==> config.mk <==
export PLATFORM = sky130hd
export DESIGN_NAME = fp_cvt_d_int_pipe
export DESIGN_NICKNAME = d
export VERILOG_FILES = /design/src/rtl/fp_cvt_d_int_pipe.sv
export SDC_FILE = /design/constraint.sdc
export NUM_CORES = 1
export LEC_CHECK = 0
export CAP_MARGIN = 20
export CORE_UTILIZATION = 50
export DETAILED_ROUTE_END_ITERATION = 10
export GPL_ROUTABILITY_DRIVEN = 0
export PLACE_DENSITY = 0.74
export RECOVER_POWER = 25
export REMOVE_ABC_BUFFERS = 1
export SYNTH_ARGS = -nofsm -noshare
export SYNTH_HDL_FRONTEND = slang
export SYNTH_SLANG_ARGS = --single-unit
==> constraint.sdc <==
create_clock -name clk -period 6.25 [get_ports clk]
set_input_delay 1.25 -clock clk [delete_from_list [all_inputs] [get_ports clk]]
set_output_delay 1.25 -clock clk [all_outputs]
set_load 0.005 [all_outputs]
==> src/rtl/fp_cvt_d_int_pipe.sv <==
// rtl/fp_cvt_d_int_pipe.sv - pipelined FCVT.D.{W,WU,L,LU}: 3 stages, global stall, all static rounding modes.
// Optional passthrough tag enabled by defining FP_CVT_TAG_EN.
module fp_cvt_d_int_pipe #(
    parameter int INT_W = 64
`ifdef FP_CVT_TAG_EN
    ,
    parameter int TAG_W = 5
`endif
) (
    input  logic             clk,
    input  logic             rst,
    input  logic             in_valid,
    output logic             in_ready,
    input  logic [INT_W-1:0] in_int,
    input  logic             in_signed,
    input  logic [2:0]       in_rm,
    output logic             out_valid,
    input  logic             out_ready,
    output logic [63:0]      out_d,
    output logic             out_nx
`ifdef FP_CVT_TAG_EN
    ,
    input  logic [TAG_W-1:0] in_tag,
    output logic [TAG_W-1:0] out_tag
`endif
);

    logic adv;
    assign adv      = ~out_valid | out_ready;
    assign in_ready = adv;

    // S1: sign and two's-complement magnitude (most negative value maps exactly)
    logic             in_neg;
    logic             s1_valid, s1_sign;
    logic [INT_W-1:0] s1_abs;
    logic [2:0]       s1_rm;

    assign in_neg = in_signed & in_int[INT_W-1];

    always_ff @(posedge clk) begin
        if (rst) s1_valid <= 1'b0;
        else if (adv) s1_valid <= in_valid;
        if (adv) begin
            s1_sign <= in_neg;
            s1_abs  <= in_neg ? -in_int : in_int;
            s1_rm   <= in_rm;
        end
    end

    // S2: leading-zero count over a 64-bit view, then left-normalise so the MSB sits at bit 63
    logic [63:0] s1_ext, s1_norm;
    logic [5:0]  s1_lz;
    logic        s1_zero;

    always_comb begin
        s1_ext = 64'(s1_abs);
        s1_lz  = 6'd0;
        for (int i = 0; i < 64; i++) begin
            if (s1_ext[i]) s1_lz = 6'(63 - i);
        end
        s1_norm = s1_ext << s1_lz;
        s1_zero = (s1_abs == '0);
    end

    logic        s2_valid, s2_sign, s2_zero;
    logic [10:0] s2_exp;
    logic [63:0] s2_mant;
    logic [2:0]  s2_rm;

    always_ff @(posedge clk) begin
        if (rst) s2_valid <= 1'b0;
        else if (adv) s2_valid <= s1_valid;
        if (adv) begin
            s2_sign <= s1_sign;
            s2_zero <= s1_zero;
            s2_exp  <= 11'd1086 - {5'd0, s1_lz};
            s2_mant <= s1_norm;
            s2_rm   <= s1_rm;
        end
    end

    // S3: bits below mantissa position 11 are dropped; they are all zero when msb <= 52
    logic        grd, sticky, lsb, inc;
    logic [52:0] frac_sum;
    logic [10:0] res_exp;
    logic [63:0] res_d;
    logic        res_nx;

    always_comb begin
        grd    = s2_mant[10];
        sticky = |s2_mant[9:0];
        lsb    = s2_mant[11];
        case (s2_rm)
            3'b001:  inc = 1'b0;
            3'b010:  inc = s2_sign & (grd | sticky);
            3'b011:  inc = ~s2_sign & (grd | sticky);
            3'b100:  inc = grd;
            default: inc = grd & (sticky | lsb);
        endcase
        frac_sum = {1'b0, s2_mant[62:11]} + 53'(inc);
        // carry-out leaves the fraction field at zero, so only the exponent moves
        res_exp  = s2_exp + {10'd0, frac_sum[52]};
        res_d    = s2_zero ? 64'd0 : {s2_sign, res_exp, frac_sum[51:0]};
        res_nx   = ~s2_zero & (grd | sticky);
    end

    always_ff @(posedge clk) begin
        if (rst) begin
            out_valid <= 1'b0;
            out_d     <= 64'd0;
            out_nx    <= 1'b0;
        end else if (adv) begin
            out_valid <= s2_valid;
            out_d     <= res_d;
            out_nx    <= res_nx;
        end
    end

`ifdef FP_CVT_TAG_EN
    logic [TAG_W-1:0] s1_tag, s2_tag;

    always_ff @(posedge clk) begin
        if (adv) begin
            s1_tag <= in_tag;
            s2_tag <= s1_tag;
        end
        if (rst) out_tag <= '0;
        else if (adv) out_tag <= s2_tag;
    end
`endif

endmodule
-- Word-level counts from Yosys, hierarchy flattened
Cells that the tools add are included.
- flip-flop bits (word level): 215
- input bits: 72
- output and inout bits: 67
- word-level logic and storage cells: 102
- add/sub/neg operators: 4
- equality and inequality tests: 4
- shift-type cells: 1
- mux-type cells: 67
- bitwise gates (word level): 11
- reductions and logical operators: 2
- operators with widths (operator ; number):
    6-bit 2-to-1 mux ; 64
    64-bit 2-to-1 mux ; 2
    64-bit logical NOT ; 1
    64-bit negator ; 1
    64-bit by 6-bit << shifter with 63-bit output ; 1
    52-bit by 1-bit adder with 53-bit output ; 1
    11-bit by 1-bit adder with 11-bit output ; 1
    11-bit by 6-bit subtractor with 11-bit output, first input constant ; 1
    10-bit OR reduction ; 1
    3-bit by 2-bit == test with 1-bit output, second input constant ; 2
    1-bit bitwise AND ; 5
    1-bit one-hot mux with 4 select lines ; 1
    3-bit by 1-bit == test with 1-bit output, second input constant ; 1
    3-bit == test, second input constant ; 1
    1-bit NOT ; 3
    1-bit OR ; 3

-- Depth between registers and ports, before layout
Gate-level depths: netlist (run 1).
- word-level depth: 65
- mapped depth: 21

-- Worst setup path after synthesis (run 1)
Ideal clock, no wire load.
- kind: input to output
- from: in out_ready
- to: out in_ready
- data arrival time: 4.363 ns
- data required time: 5.000 ns
- setup slack: 0.637 ns
- cell stages on the path: 3
- path buffers: 1
- cells stage by stage: nor2b_1 > clkbuf_1 > inv_1
- longest elaborated chain between the ends: 1
- RTL lines (what ; line ; text):
    start: declaration ; 18 ; input logic out_ready,
    1-bit OR ; 29 ; assign adv = ~out_valid | out_ready;
    end: declaration ; 13 ; output logic in_ready,
Every way passes these cells.

-- Worst setup path in the final report (run 1)
- from: reg s1_abs[11]
- to: reg s2_mant[56] (data pin)
- longest elaborated chain between the ends: 54
- RTL lines (what ; line ; text):
    start: declaration ; 35 ; logic [INT_W-1:0] s1_abs;
    start signal: assignment ; 45 ; s1_abs <= in_neg ? -in_int : in_int;
    6-bit 2-to-1 mux (53 in series) ; 59 ; if (s1_ext[i]) s1_lz = 6'(63 - i);
    64-bit by 6-bit << shifter with 63-bit output * ; 61 ; s1_norm = s1_ext << s1_lz;
    named net s1_norm[56] ; 51 ; logic [63:0] s1_ext, s1_norm;
    end signal: assignment ; 77 ; s2_mant <= s1_norm;
    end: declaration ; 67 ; logic [63:0] s2_mant;
Mark *: on every way through the listed nets, which the timed path passes. The rest lies on a longest branch.
A chain may end at the register's enable or synchronous reset.

==> impl_metrics.yaml, run 1 <==
final_layout:
  post_route_cells_drive_above_1_share_pct: 6.25
  fin_util_pct: 59.4
  antennaDiodeCount: 0
  most-common-layout-cells: "nor2_1 (184), edfxtp_1 (147), clkdlybuf4s50_1 (116)"
  final.fill_count: 2453
  layout.cell_area.non_filler_um2: 17100
  layout.nets: 1773
  mostFrequentLayoutCell: "nor2_1"
  fin_cells: 2096
  layout-area-overhead-vs-synth_pct: 16.4
clock_network:
  cts_buffers: 23
  cts-hold-fix-buffers: 0
  clkTransAtPathRegs_ps: 60
  cts_tree: "yes"
  cts.repair.resized: 0
  root_buffer: "clkbuf_16"
  worstSkewPairLatency_ps: 550
  htree_levels: 1
  cts_buffer_depth: 3
  cts.sink_count: 215
  cts_setup_buffers: 0
outcome:
  result_of_the_run: "finished with violations"
  failed_checks: "capacitance limit, slew limit"
timing:
  final_period_minus_worst_setup_slack_ps: 5360
  period_utilization_post_route_pct: 85.8
  final-max-slew-violation-count: 109
  min_hold_slack_ps: 428
  max_slew.worst_pin.slew_ps: 3020
  worst_clock_skew_ps: 24.1
  achievable-frequency_mhz: 186
  slew_headroom_pct: -101
  timing.final.setup_violations: 0
  rsz0062_at_grt: "false"
  hold_violations: 0
drt:
  ant_nets: 0
  detailroute.via_count: 13600
  drc_errors: 0
  vias_per_cell: 6.48
  detail_route.iter0.violations: 1734
  first_pass_iters: 6
  post_drt_wl_per_cell_um: 20.2
  routed_wirelength_mm: 42.2
setup_path:
  setup.worst_path.start_class: "register"
  slowest_delay_ps: 1280
  path_cells: "or3_1, a221o_1, a31oi_1, o311a_1, o221ai_4, inv_1, clkbuf_1, mux2i_1, a2111oi_0, nor4_1, o211a_1"
  worst_path_dominant_cell_family: "compound AO/OA/AOI/OAI gates"
  required_ps: 6640
  cp_slowest_cell: "clkbuf_1"
  crit_type: "register to register"
  worst-path-max-fanout: 36
  worst-endpoint-arrival_ps: 5760
  kind_of_end_point_of_the_critical_path: "register"
  critical_path_buffer_and_inverter_count: 2
run:
  number_of_maximum_capacitance_violations: 2
pwr:
  leakage_nw: 6.42
  irDropWorstVdd_mv: 0.214
  power.density_nw_per_um2: 290
die:
  die_w_um: 173
  initial_utilization_pct: 51.0
  placement_rows: 62
  core-area_um2: 28800
  design.die.area_um2: 30000
  floorplan.die.height_um: 173
  ioPinCount: 139
global_routing:
  pin_count_of_the_biggest_net_entering_global_routing: 79
  antenna_found_initial: 0
  grt_pass1_wl_mm: 67.5
  first_global_vias: 12400
  grtUsageTotal_pct: 27.6
  gr-total-overflow: 0
logic_synthesis:
  synthesis.area_um2: 14700
  yosys_warnings: 0
  synthFlopType: "edfxtp_1"
  synth_top_area_cell: "edfxtp_1"
  synth_sequential_area_ratio_pct: 39.3
  unique_masters_post_synth: 92
  netlist_instances: 1609
  ys_async_sr_fraction_pct: 0
  postSynthRegisterBits: 215
  synth_enable_flop_cells: 147
  synth.top_cells.by_area: "edfxtp_1 (30%), dfxtp_1 (9.3%), nor2_1 (4.7%)"
  yosys.area.top_type_share_pct: 30.1
  synth.avg_cell_area_um2: 9.12
placed_design:
  placement.cell_area_um2: 16300
  place.detailed.instances: 2053
  dpl.hpwl_mm: 31.3
  io_buffers: 138
worst_hold_path:
  class_of_the_most_critical_hold_timing_path: "register to register"
## worst paths after layout
path	from	to	slack [ps]	cells after the start
max	s1_abs[11]$_DFFE_PP_	s2_mant[56]$_DFFE_PP_	890	11
min	s1_rm[1]$_DFFE_PP_	s2_rm[1]$_DFFE_PP_	430	0
max reg2reg	s1_abs[11]$_DFFE_PP_	s2_mant[56]$_DFFE_PP_	890	11
min reg2reg	s1_rm[1]$_DFFE_PP_	s2_rm[1]$_DFFE_PP_	430	0
## cell type report
cell class | instances | area, um^2 | area share, %
multi-input cells | 1247 | 8310 | 48.7
flip-flops and latches | 215 | 5780 | 33.8
repair buffers | 163 | 1570 | 9.18
clock buffers | 30 | 612 | 3.58
well taps | 384 | 480 | 2.81
inverters | 45 | 174 | 1.02
clock inverters | 12 | 160 | 0.938
## state kept, by name, indices dropped and copies added, names as in the netlist
register / cells
out_d: 64
out_nx: 1
out_valid: 1
s1_abs: 64
s1_rm: 3
s1_sign: 1
s1_valid: 1
s2_exp: 11
s2_mant: 63
s2_rm: 3
s2_sign: 1
s2_valid: 1
s2_zero: 1
## logic make-up (layout without fill, tap and decap cells)
kind of cell	after synthesis	count (layout)	share of synthesized area, %
adders and majority gates	6	6	0.511
xor gates and xnor gates	125	125	7.46
AOI/OAI and AO/OA	478	478	23.2
muxes	83	83	6.87
and+or+nand+nor	555	555	18.4
DFF	215	215	39.3
buffers and inverters	147	250	4.27
## report_power, final
| part | switching [W] | internal [W] | total (W) |
|---|---|---|---|
| Sequential | 0.000240 | 0.00182 | 0.00207 |
| Clock | 0.000559 | 0.000823 | 0.00138 |
| Combinational | 0.000836 | 0.000670 | 0.00151 |
## metrics by stage
step | setup WS [ps] | TNS (ps) | total power (W)
after global placement | 1220 | 0 | 0.00351
after floorplan | -2310 | -396010 | 0.00296
after global routing | 858 | 0 | 0.00518
after detailed placement | 1140 | 0 | 0.00354
after CTS | 1530 | 0 | 0.00493
final | 886 | 0 | 0.00495
## routing by layer
layer	track usage, %	vias to the layer above	part of all wire (%)	wire length, um
met5	0	-	0	0
met4	10.8	0	4.5	1910
met3	3.42	151	8.4	3530
met2	43.8	762	45	19100
met1	38.4	6340	42	17700
li1	-	6322	-	-
## synth_stat cells, drive strengths merged, types with 30 or more instances
master	instances
nand3	71
nand2	103
o21ai	67
dfxtp	68
xor2	51
a22oi	71
inv	45
o211ai	52
mux2i	54
xnor2	74
and3	30
clkbuf	74
edfxtp	147
a211oi	31
nor2	186
a21oi	96
(Power assumes the default switching activity.)
==> run 2, diff against run 1 <==
--- a/config.mk
+++ b/config.mk
@@ -5,11 +5,11 @@
 export SDC_FILE = /design/constraint.sdc
 export NUM_CORES = 1
 export LEC_CHECK = 0
-export CAP_MARGIN = 20
+export CAP_MARGIN = 30
 export CORE_UTILIZATION = 50
 export DETAILED_ROUTE_END_ITERATION = 10
+export DONT_BUFFER_PORTS = 1
 export GPL_ROUTABILITY_DRIVEN = 0
-export PLACE_DENSITY = 0.74
 export RECOVER_POWER = 25
 export REMOVE_ABC_BUFFERS = 1
 export SYNTH_ARGS = -nofsm -noshare
==> impl_metrics.yaml, run 2 (synthesis results as in run 1) <==
outcome:
  result_of_the_run: "finished, final reports clean"
timing:
  achievable-frequency_mhz: 201
  rsz0062_at_grt: "false"
  final_period_minus_worst_setup_slack_ps: 4960
  slew_headroom_pct: 3.09
  final-max-slew-violation-count: 0
  worst_clock_skew_ps: 31.2
  max_slew.worst_pin.slew_ps: 1450
  totalNegativeSetupSlack_ps: 0
  hold_violations: 0
  period_utilization_post_route_pct: 79.4
  timing.final.setup_violations: 0
pwr:
  power_switching_share_pct: 33.3
  intPower_w: 0.00319
  power_frac_comb_pct: 27.6
  leakage_nw: 5.89
  total_switching_power_w: 0.00159
  irDropWorstVdd_mv: 0.196
  pwr-share-seq_pct: 43.4
  power.density_nw_per_um2: 304
  clk_network_pwr_share_pct: 29.1
setup_path:
  timing.rr.end: "s2_mant[56]$_DFFE_PP_"
  crit_type: "register to register"
  required_ps: 6630
  worst-path-max-fanout: 48
  kind_of_end_point_of_the_critical_path: "register"
  setup.worst_path.start_class: "register"
  setup.reg_to_reg.worst_slack_ps: 1290
  worst_r2r_path_depth: 12
  crit-reg2reg-launch: "s1_abs[56]$_DFFE_PP_"
  worst-endpoint-arrival_ps: 5350
final_layout:
  layout-area-overhead-vs-synth_pct: 7.26
  post_route_cells_drive_above_1_share_pct: 7.10
  layout.nets: 1637
  most-common-layout-cells: "nor2_1 (184), edfxtp_1 (147), nand2_1 (103)"
  mostFrequentLayoutCell: "nor2_1"
  reg_top3: "out_d x64, s1_abs x64, s2_mant x63"
  fin_util_pct: 54.7
  antennaDiodeCount: 0
run:
  number_of_maximum_capacitance_violations: 0
global_routing:
  antenna_found_initial: 0
  gr-total-overflow: 0
  grt_pass1_wl_mm: 67.3
  first_global_vias: 12000
  pin_count_of_the_biggest_net_entering_global_routing: 80
  grtUsageTotal_pct: 27.9
clock_network:
  cts.sink_count: 215
  cts_buffers: 24
  cts_buffer_depth: 3
  cts-hold-fix-buffers: 0
  cts_tree: "yes"
  cts_setup_buffers: 0
  root_buffer: "clkbuf_16"
  worstSkewPairLatency_ps: 540
  cts.repair.resized: 0
  htree_levels: 1
  clkTransAtPathRegs_ps: 60
die:
  placement_rows: 62
  ioPinCount: 139
  floorplan.die.height_um: 173
  design.die.area_um2: 30000
  initial_utilization_pct: 51.0
  core-area_um2: 28800
  die_w_um: 173
drt:
  ant_nets: 0
  met2_length_mm: 19.0
  first_pass_iters: 7
  highest_layer: "met4"
  wirelength_met1_mm: 18.4
  routed_wirelength_mm: 42.5
  post_drt_wl_per_cell_um: 21.7
  wl_met3_mm: 3.46
  detail_route.iter0.violations: 1433
  detailroute.via_count: 12800
  drc_errors: 0
  vias_per_cell: 6.51
worst_hold_path:
  worst_hold_path.num_cells: 0
  worstHoldEndpoint: "s2_rm[2]$_DFFE_PP_"
  min-delay-start: "s1_rm[2]$_DFFE_PP_"
  class_of_the_most_critical_hold_timing_path: "register to register"
placed_design:
  dpl.hpwl_mm: 32.0
  io_buffers: 0
run 2: changes by cell type in the layout (fill, tap and decap cells not counted), moves of 2 or more:
| cell | change |
|---|---|
| buf_4 | +3 |
| bufinv_16 | -2 |
| clkbuf_16 | +3 |
| clkdlybuf4s50_1 | -116 |
| clkinv_1 | -4 |
| clkinv_2 | +3 |
| dlygate4sd3_1 | -21 |
run 2: cell type report:
cell class                 count  area [um^2]
fill                        2641        13000
multi-input combinational   1247         8310
sequential                   215         5780
clock buffer                  38          717
tap                          384          480
timing repair buffer          26          216
inverter                      45          174
clock inverter                 6         68.8
run 2: worst max path at each step:
stage / slack, ps / cells past startpoint / to / startpoint
after floorplan: -2310 / 2 / in_ready / out_ready
after global placement: 1360 / 9 / s1_abs[61]$_DFFE_PP_ / in_int[4]
after detailed placement: 1310 / 9 / s1_abs[61]$_DFFE_PP_ / in_int[4]
after CTS: 1550 / 12 / s2_mant[56]$_DFFE_PP_ / s1_abs[56]$_DFFE_PP_
after global routing: 970 / 12 / s2_mant[56]$_DFFE_PP_ / s1_abs[56]$_DFFE_PP_
final: 1290 / 12 / s2_mant[56]$_DFFE_PP_ / s1_abs[56]$_DFFE_PP_
run 2: per-layer routing:
layer	vias to the layer above	GRT usage (%)
met3	99	4.63
met4	0	11.1
met2	583	43.9
met1	6033	38.3
li1	6049	-
met5	-	0
run 2: per-stage QoR:
stage	total power [W]	cells	hold WS, ps	instance area (um^2)	setup slack (ps)
floorplan	0.00296	1507	400	14200	-2310
global placement	0.00336	1914	401	14900	1360
detailed placement	0.00338	1917	405	15000	1310
CTS	0.00478	1961	414	15800	1550
global route	0.00502	1961	427	15700	967
finish	0.00478	1961	412	15700	1290
run 2: power groups by stage:
| stage | sequential, W | clock (W) | combinational (W) |
|---|---|---|---|
| finish | 0.00207 | 0.00139 | 0.00132 |
| detailed placement | 0.00210 | 0 | 0.00127 |
| floorplan | 0.00202 | 0 | 0.000945 |
| global route | 0.00212 | 0.00148 | 0.00142 |
| global placement | 0.00209 | 0 | 0.00127 |
| CTS | 0.00207 | 0.00143 | 0.00128 |
run 2: worst max-delay path, cell delays in order (launching register included):
cell and delay (ps):
edfxtp_1 470, or4_1 570, or3_1 450, a311oi_2 430
nor2_2 70, buf_4 200, o21ai_4 80, buf_4 510
mux2i_1 270, mux2i_1 430, a2111oi_0 210, nor4_1 810
o211a_1 280
